===== config.mk =====
export PLATFORM = sky130hd
export DESIGN_NAME = tick_period_monitor
export DESIGN_NICKNAME = d
export VERILOG_FILES = /design/src/rtl/tick_period_monitor.sv
export SDC_FILE = /design/constraint.sdc
export NUM_CORES = 1
export LEC_CHECK = 0
export BUFFER_PORTS_ARGS = -buffer_cell sky130_fd_sc_hd__buf_4
export CAP_MARGIN = 10
export CORE_ASPECT_RATIO = 0.75
export CORE_MARGIN = 4
export CORE_UTILIZATION = 55
export CTS_CLUSTER_DIAMETER = 60
export DETAILED_ROUTE_END_ITERATION = 16
export GPL_ROUTABILITY_DRIVEN = 0
export PLACE_DENSITY = 0.81
export REMOVE_ABC_BUFFERS = 1
export SYNTH_ARGS = -nofsm -noshare
export SYNTH_HDL_FRONTEND = slang
export SYNTH_SLANG_ARGS = --single-unit

===== constraint.sdc =====
create_clock -name clk -period 5 [get_ports clk]
set_clock_uncertainty 0.1 [all_clocks]
set_input_delay 0.25 -clock clk [delete_from_list [all_inputs] [get_ports clk]]
set_output_delay 0.25 -clock clk [all_outputs]
set_load 0.1 [all_outputs]

===== src/rtl/tick_period_monitor.sv =====
// Half-period monitor for a slow divided clock: measures toggle intervals, checks lock, flags timeout.
// Optional period_min/period_max outputs are built when TICK_MON_MINMAX_EN is defined.
module tick_period_monitor #(
    parameter int CW       = 32,
    parameter int EXP_HALF = 250_000,
    parameter int TOL      = 4,
    parameter int LOCK_CNT = 3
) (
    input  logic          clk,
    input  logic          rst,
    input  logic          en,
    input  logic          sig_in,
    output logic [CW-1:0] period_out,
    output logic          period_valid,
    output logic          locked,
    output logic          timeout
`ifdef TICK_MON_MINMAX_EN
    ,
    output logic [CW-1:0] period_min,
    output logic [CW-1:0] period_max
`endif
);

    localparam int            GW      = $clog2(LOCK_CNT + 1);
    localparam logic [CW-1:0] CNT_MAX = '1;
    localparam logic [CW:0]   EXP_W   = (CW+1)'(EXP_HALF);
    localparam logic [CW:0]   TOL_W   = (CW+1)'(TOL);
    localparam logic [CW-1:0] TMO     = CW'(2 * EXP_HALF + TOL);
    localparam logic [GW-1:0] LAST_GOOD = GW'(LOCK_CNT - 1);

    typedef enum logic [1:0] {IDLE, ACQUIRE, MEASURE, LOCKED} state_t;

    state_t        state;
    logic          sync1, sync2, hist, edge_det;
    logic [CW-1:0] cnt;
    logic [GW-1:0] good_cnt;
    logic [CW-1:0] d;
    logic [CW:0]   dev;
    logic          good, tmo_hit, take;

    // Registered edge flag keeps sig_in-to-edge at three clk edges.
    always_ff @(posedge clk) begin
        if (rst) begin
            sync1    <= 1'b0;
            sync2    <= 1'b0;
            hist     <= 1'b0;
            edge_det <= 1'b0;
        end else begin
            sync1    <= sig_in;
            sync2    <= sync1;
            hist     <= sync2;
            edge_det <= sync2 ^ hist;
        end
    end

    always_ff @(posedge clk) begin
        if (rst)
            cnt <= '0;
        else if (edge_det)
            cnt <= '0;
        else if (cnt != CNT_MAX)
            cnt <= cnt + CW'(1);
    end

    // Deviation is taken in CW+1 bits so a saturated count cannot wrap into tolerance.
    always_comb begin
        d       = (cnt == CNT_MAX) ? CNT_MAX : cnt + CW'(1);
        dev     = ({1'b0, d} >= EXP_W) ? ({1'b0, d} - EXP_W) : (EXP_W - {1'b0, d});
        good    = (dev <= TOL_W);
        tmo_hit = !edge_det && (cnt == TMO);
        take    = en && edge_det && (state == MEASURE || state == LOCKED);
    end

    always_ff @(posedge clk) begin
        if (rst) begin
            state        <= IDLE;
            good_cnt     <= '0;
            period_out   <= '0;
            period_valid <= 1'b0;
            locked       <= 1'b0;
            timeout      <= 1'b0;
        end else begin
            period_valid <= 1'b0;
            case (state)
                IDLE: begin
                    locked   <= 1'b0;
                    good_cnt <= '0;
                    if (en)
                        state <= ACQUIRE;
                end
                ACQUIRE: begin
                    if (!en) begin
                        state <= IDLE;
                    end else if (edge_det) begin
                        timeout <= 1'b0;
                        state   <= MEASURE;
                    end
                end
                MEASURE, LOCKED: begin
                    if (!en) begin
                        state    <= IDLE;
                        locked   <= 1'b0;
                        good_cnt <= '0;
                    end else if (edge_det) begin
                        period_out   <= d;
                        period_valid <= 1'b1;
                        if (!good) begin
                            good_cnt <= '0;
                            locked   <= 1'b0;
                            state    <= MEASURE;
                        end else if (state == MEASURE) begin
                            good_cnt <= good_cnt + GW'(1);
                            if (good_cnt == LAST_GOOD) begin
                                locked <= 1'b1;
                                state  <= LOCKED;
                            end
                        end
                    end else if (tmo_hit) begin
                        timeout  <= 1'b1;
                        locked   <= 1'b0;
                        good_cnt <= '0;
                        state    <= ACQUIRE;
                    end
                end
                default: state <= IDLE;
            endcase
        end
    end

`ifdef TICK_MON_MINMAX_EN
    logic mm_fresh;

    // mm_fresh marks that the next measurement after IDLE seeds both extremes.
    always_ff @(posedge clk) begin
        if (rst) begin
            mm_fresh   <= 1'b1;
            period_min <= '0;
            period_max <= '0;
        end else if (state == IDLE) begin
            mm_fresh <= 1'b1;
        end else if (take) begin
            mm_fresh <= 1'b0;
            if (mm_fresh || d < period_min)
                period_min <= d;
            if (mm_fresh || d > period_max)
                period_max <= d;
        end
    end
`endif

endmodule

* After elaboration in Yosys (flattened, before gate mapping)
Cells that the tools add are included.
Operators by class: eq/ne operators 17, add/sub/neg operators 4, bitwise operators 3, $lt $le $gt $ge 2, multiplexer cells 32, reduce and logical (&&, ||, !) cells 13
Operators with widths (count):
- $le A33 B3 Y1 const B | 1
- $mux W33 | 1
- $sub A18 B32 Y33 const A | 1
- $sub A32 B18 Y33 const B | 1
- $add A32 B1 Y32 const B | 1
- $eq A32 B19 Y1 const B | 1
- $eq A32 B32 Y1 const B | 1
- $ge A32 B18 Y1 const B | 1
- $mux W32 | 1
- $ne A32 B32 Y1 const B | 1
- $mux W2 | 14
- $mux W1 | 12
- $ne A2 B2 Y1 const B | 6
- $ne A5 B5 Y1 const B | 2
- $eq A2 B2 Y1 const B | 3
- $pmux W2 S3 | 1
- $reduce_and A3 Y1 | 2
- $reduce_and A6 Y1 | 1
- $reduce_and A5 Y1 | 1
- $ne A4 B4 Y1 const B | 1
- $pmux W1 S2 | 2
- $pmux W2 S2 | 1
- $reduce_and A4 Y1 | 1
- $reduce_bool A2 Y1 | 2
- 10 further kinds | 12
Word-level totals: register bits 75, output and inout bits 35, input bits 4, word-level logic and storage cells 82

* Depth between registers and ports, before layout
word-level depth 9, depth in mapped cells 22, gate-level depth less buffers 19

* Worst setup path after synthesis
No wires, ideal clock.
path kind reg2reg, start point reg cnt[0], end point reg good_cnt[0], arrival time 4996 ps, path buffers 2, stages on the path, launching flop included 21, period minus slack after synthesis 5155 ps, data required time 4841 ps, path slack -155 ps, setup time 59 ps, cell sequence dfxtp_1 > ha_1 > buf_2 > nand3_2 > or4_4 > nor3_4 > buf_6 > nor2_1 > ha_1 > a22oi_1 > o22ai_1 > a211oi_1 > nor4_1 > or3_1 > a221o_1 > a2111oi_4 > o21ai_1 > nor4_2 > nand4_2 > o31ai_2 > o311a_1
Between the ends: word-level cells in the longest chain between the ends 9, elaborated cells on any way between the ends 17, classes of those cells add/sub: 3; order compare: 2; eq/ne: 4; mux: 6; reduce/logical: 2
RTL lines:
- from (decl) | line 35 | logic [CW-1:0] cnt;
- from (signal assigned) | line 62 | cnt <= cnt + CW'(1);
- $add A32 B1 Y32 or $eq A32 B32 Y1 (tied branches) | line 67 | d = (cnt == CNT_MAX) ? CNT_MAX : cnt + CW'(1);
- $mux W32 | line 67
- $sub A18 B32 Y33, or another cell as far along | line 68 | dev = ({1'b0, d} >= EXP_W) ? ({1'b0, d} - EXP_W) : (EXP_W - {1'b0, d});
- $mux W33 | line 68
- $le A33 B3 Y1 | line 69 | good = (dev <= TOL_W);
- $mux W2 | line 107 | if (!good) begin
- $mux W2 | line 104 | end else if (edge_det) begin
- $mux W2 | line 100 | if (!en) begin
- $pmux W2 S2 | line 84 | case (state)
- to (signal assigned) | line 112 | good_cnt <= good_cnt + GW'(1);
- to (decl) | line 36 | logic [GW-1:0] good_cnt;
Parallel ways exist; a longest one is shown, timed or not. A chain may end at the register's enable or synchronous reset.

* Worst setup path in the final report
start point reg cnt[14], end point reg good_cnt[0]
Between the ends: word-level cells in the longest chain between the ends 9, elaborated cells on any way between the ends 17, classes of those cells add/sub: 3; order compare: 2; eq/ne: 4; mux: 6; reduce/logical: 2
RTL lines:
- $eq A32 B32 Y1 (*) | line 67
- $mux W32 (*) | line 67
- via d[4] | line 37 | logic [CW-1:0] d;
- $sub A18 B32 Y33, or another cell as far along | line 68
- $mux W33 (*) | line 68
- $le A33 B3 Y1 (*) | line 69
- $mux W2 | line 107
- $mux W2 | line 104
- $mux W2 | line 100
- $pmux W2 S2 | line 84
The timed path passes the listed nets; every way through them passes the cells marked *.

==> impl_results.md <==
* Initial antenna violation count at 0
* R2r endpoint: good_cnt[0]$_SDFFE_PP0P_
* Fmax at 207.9 MHz
* P per Cell Area at 214.8 nW/um2
* Starting density of the core at 0.5642
* Crit path kind: flop to flop
* Worst Tran Pin Value at 1.027 ns
* DRC at 0
* CP startpoint kind: flop
* Largest net degree at the start of global routing at 59
* Final slew viol count at 0
* Total gr overflow at 0
* Sequential power share at 0.465
* Clock Power Share at 0.494
* Final Cycle Share at 0.9619
* IO Port Bufs at 38
* Die area at 10940 um2
* Leading post-synthesis cells by cell area: dfxtp_1, nor2_1, a211oi_1, xnor2_1, nand2_1
* Final Hold Slack at 0.003410 ns
* Hold Fails Final Rpt at 0
* Post-synth EDFFs at 0
* CTS sink count at 75
* Leak pwr at 0.002296 uW
* Final setup violating endpoints at 0
* Die Span Y at 91.60 um
* Area added between synthesis and finish at 18.41%
* Hold path cells at 2
* Dpl hpwl at 12220 um
* Gr usage total at 0.3115
* Max H-tree Level at 3
* Utilization after layout at 0.6680
* Avg Vias per Cell at 6.823
* Post-DRT Antenna Nets at 0
* Post-CTS Hold Buffers at 0
* CTS tree: yes
* Post-Syn Area at 5125 um2
* Clock root buffer: clkbuf_16
* Critical Path RT at 5.20 ns
* Crit path capture type: flop
* Global-route wire length before repair at 27230 um
* Worst skew pair latency at 0.36 ns
* Critical R2R Launch: cnt[14]$_SDFFE_PP0N_
* CP arrival at 5.01 ns
* Synth area leader: dfxtp_1
* Vias in the first global route at 5261
* Worst Hold Path EP: sync1$_SDFF_PP0_
* FFs w/ async S/R, synth at 0
* Relative slew slack at 0.3154
* Worst reg-to-reg setup slack at 0.19 ns
* Status: finished clean
* Reg2reg path depth at 19
* Comb pwr share at 0.041
* Per-cell routed wire length at 20.35 um
* Die X at 119.5 um
* Average cell area after synthesis at 7.765 um2
* Syn Inst Count at 660
* Routed vias at 5745
* Main synth FF type: dfxtp_1
* Reg clk slew, reported paths at 0.07 ns
* 1st-iter DRT viols at 937
* Final wirelength at 17140 um
* Hold Path Origin: sig_in
* Site row count at 30
* Layout cells sized above 1 at 0.2199
* HP Class: input port to flop
* Top cell type's share of synthesized area at 0.2930
* Synth cell types at 84
* Tmin final at 4.809 ns
* DR pass1 iterations at 9
* Peak VDD IR at 166.7 uV
* Synth warn at 0
* Antenna diodes at 0
* Sw frac at 0.2559
* Yosys reg bits at 75
* Nets@finish at 718
* Internal at 969.8 uW
* CORE AREA at 9084 um2
* Cell area after layout at 6068 um2
* Psw at 333.6 uW
* Io pins at 39
* Max_cap viols at 0
* Crit-path max FO at 9
* Clock Path Buffers at 2
* CTS buffer count at 9
* Sequential share of the synthesized area at 0.2930
* Placed Area at 5649 um2
worst max path at each step:
stage	depth (start not counted)	start	end	slack, ns
floorplan	18	cnt[1]$_SDFFE_PP0N_	good_cnt[0]$_SDFFE_PP0P_	-0.88
global placement	17	cnt[22]$_SDFFE_PP0N_	good_cnt[0]$_SDFFE_PP0P_	0.25
detailed placement	17	cnt[22]$_SDFFE_PP0N_	state[0]$_SDFFE_PP0P_	-0.005
CTS	20	cnt[22]$_SDFFE_PP0N_	good_cnt[0]$_SDFFE_PP0P_	0.04
global route	18	cnt[15]$_SDFFE_PP0N_	good_cnt[0]$_SDFFE_PP0P_	-0.02
finish	19	cnt[14]$_SDFFE_PP0N_	good_cnt[0]$_SDFFE_PP0P_	0.19
kinds of logic (layout without fill, tap and decap cells):
logic type               after synthesis  after routing  share of synthesized area
XOR/XNOR                              36             36                    0.06446
AO/OA/AOI/OAI                        147            147                     0.2080
flip-flops                            75             75                     0.2930
AND/OR/NAND/NOR                      335            335                     0.3606
adder cells (fa/ha/maj)                5              5                    0.01221
buffers and inverters                 57            111                    0.05151
multiplexers                           5              5                    0.01025
cells in the mapped netlist (all sizes together), types with 2 or more instances:
cell type / n
xnor2: 21
o31ai: 7
or2: 5
nand4: 23
mux2i: 3
a2111oi: 3
inv: 11
nor4: 23
o22ai: 3
mux2: 2
nand3: 31
o41a: 2
a311oi: 4
and2: 6
a211o: 3
nand2b: 2
clkbuf: 23
o21a: 4
nand3b: 2
and4: 7
nor2b: 5
or3: 9
and4b: 3
a21o: 3
xor2: 15
and3: 12
o211ai: 6
o21ai: 22
a31o: 3
or4: 6
ha: 5
buf: 23
a211oi: 34
a21oi: 27
o31a: 6
nor4b: 3
a31oi: 5
dfxtp: 75
a21boi: 2
nand2: 46
a22oi: 3
nor2: 118
nor3: 30
worst max-delay path: stages, from the launching register on:
cell	delay (ns)
dfxtp_1	0.42
and4_1	0.43
nand3_1	0.28
nor3_4	0.30
nor2_1	0.10
buf_4	0.17
inv_1	0.06
ha_1	0.14
inv_1	0.06
nor2_4	0.14
nand4_1	0.11
or4_1	0.58
and3_4	0.26
nand2_8	0.11
nand3_1	0.10
a211o_1	0.32
nor4_4	0.35
nand4_2	0.22
o31ai_2	0.30
o311a_1	0.18
layer usage:
layer  track usage  part of all wire  vias to the layer above
met5             0                 0                        -
met4        0.1258             0.042                        0
met3        0.1015              0.14                       99
met2        0.4455              0.41                      473
met1        0.4304              0.40                     2630
li1              -                 -                     2543
placed cells by master, fill, tap and decap left out, types with 14 or more instances in the layout:
master,count
dfxtp_1,72
xnor2_1,20
nand2_1,45
nand4_1,21
nor2_1,115
nor4_1,18
o21ai_0,19
xor2_1,14
a211oi_1,31
nor3_1,26
nand3_1,25
a21oi_1,26
buf_4,84
power by group through the flow:
stage	clock, uW	sequential, uW	combinational (uW)
finish	644	605	53.4
global route	681	606	58.7
CTS	654	605	51.7
detailed placement	0	619	51.6
global placement	0	618	50.0
floorplan	0	622	25.1
area by class of cell:
type                            count  area (um2)
Clock buffer                        9       225.2
Clock inverter                      7       68.82
Fill cell                         783        3015
Inverter                           11       41.29
Multi-Input combinational cell    528        3437
Sequential cell                    75        1505
Tap cell                          128       160.2
Timing Repair Buffer               84       630.6
per-stage QoR:
stage | TNS, ns | cells | worst slack (ns) | power, uW
6_report | 0 | 842 | 0.1907 | 1303
3_5_place_dp | -0.007208 | 820 | -0.004852 | 670.5
5_1_grt | -0.02097 | 842 | -0.02097 | 1346
4_1_cts | 0 | 836 | 0.04423 | 1311
3_3_place_gp | 0 | 820 | 0.2549 | 668.4
2_1_floorplan | -3.286 | 614 | -0.8785 | 646.8
flip-flops by register name (all words and copies together), names as in the netlist:
register and count:
sync1 1, edge_det 1, state 2, hist 1, cnt 32, timeout 1
period_out 32, sync2 1, good_cnt 2, period_valid 1, locked 1
timing repair:
| item | 4_1_cts | 5_1_grt |
|---|---|---|
| pin swaps | 1 | 8 |
| buffers inserted | 0 | 6 |
| resized for setup | 0 | 23 |
| setup endpoints to repair | 2 | 4 |
(Power assumes the default switching activity.)
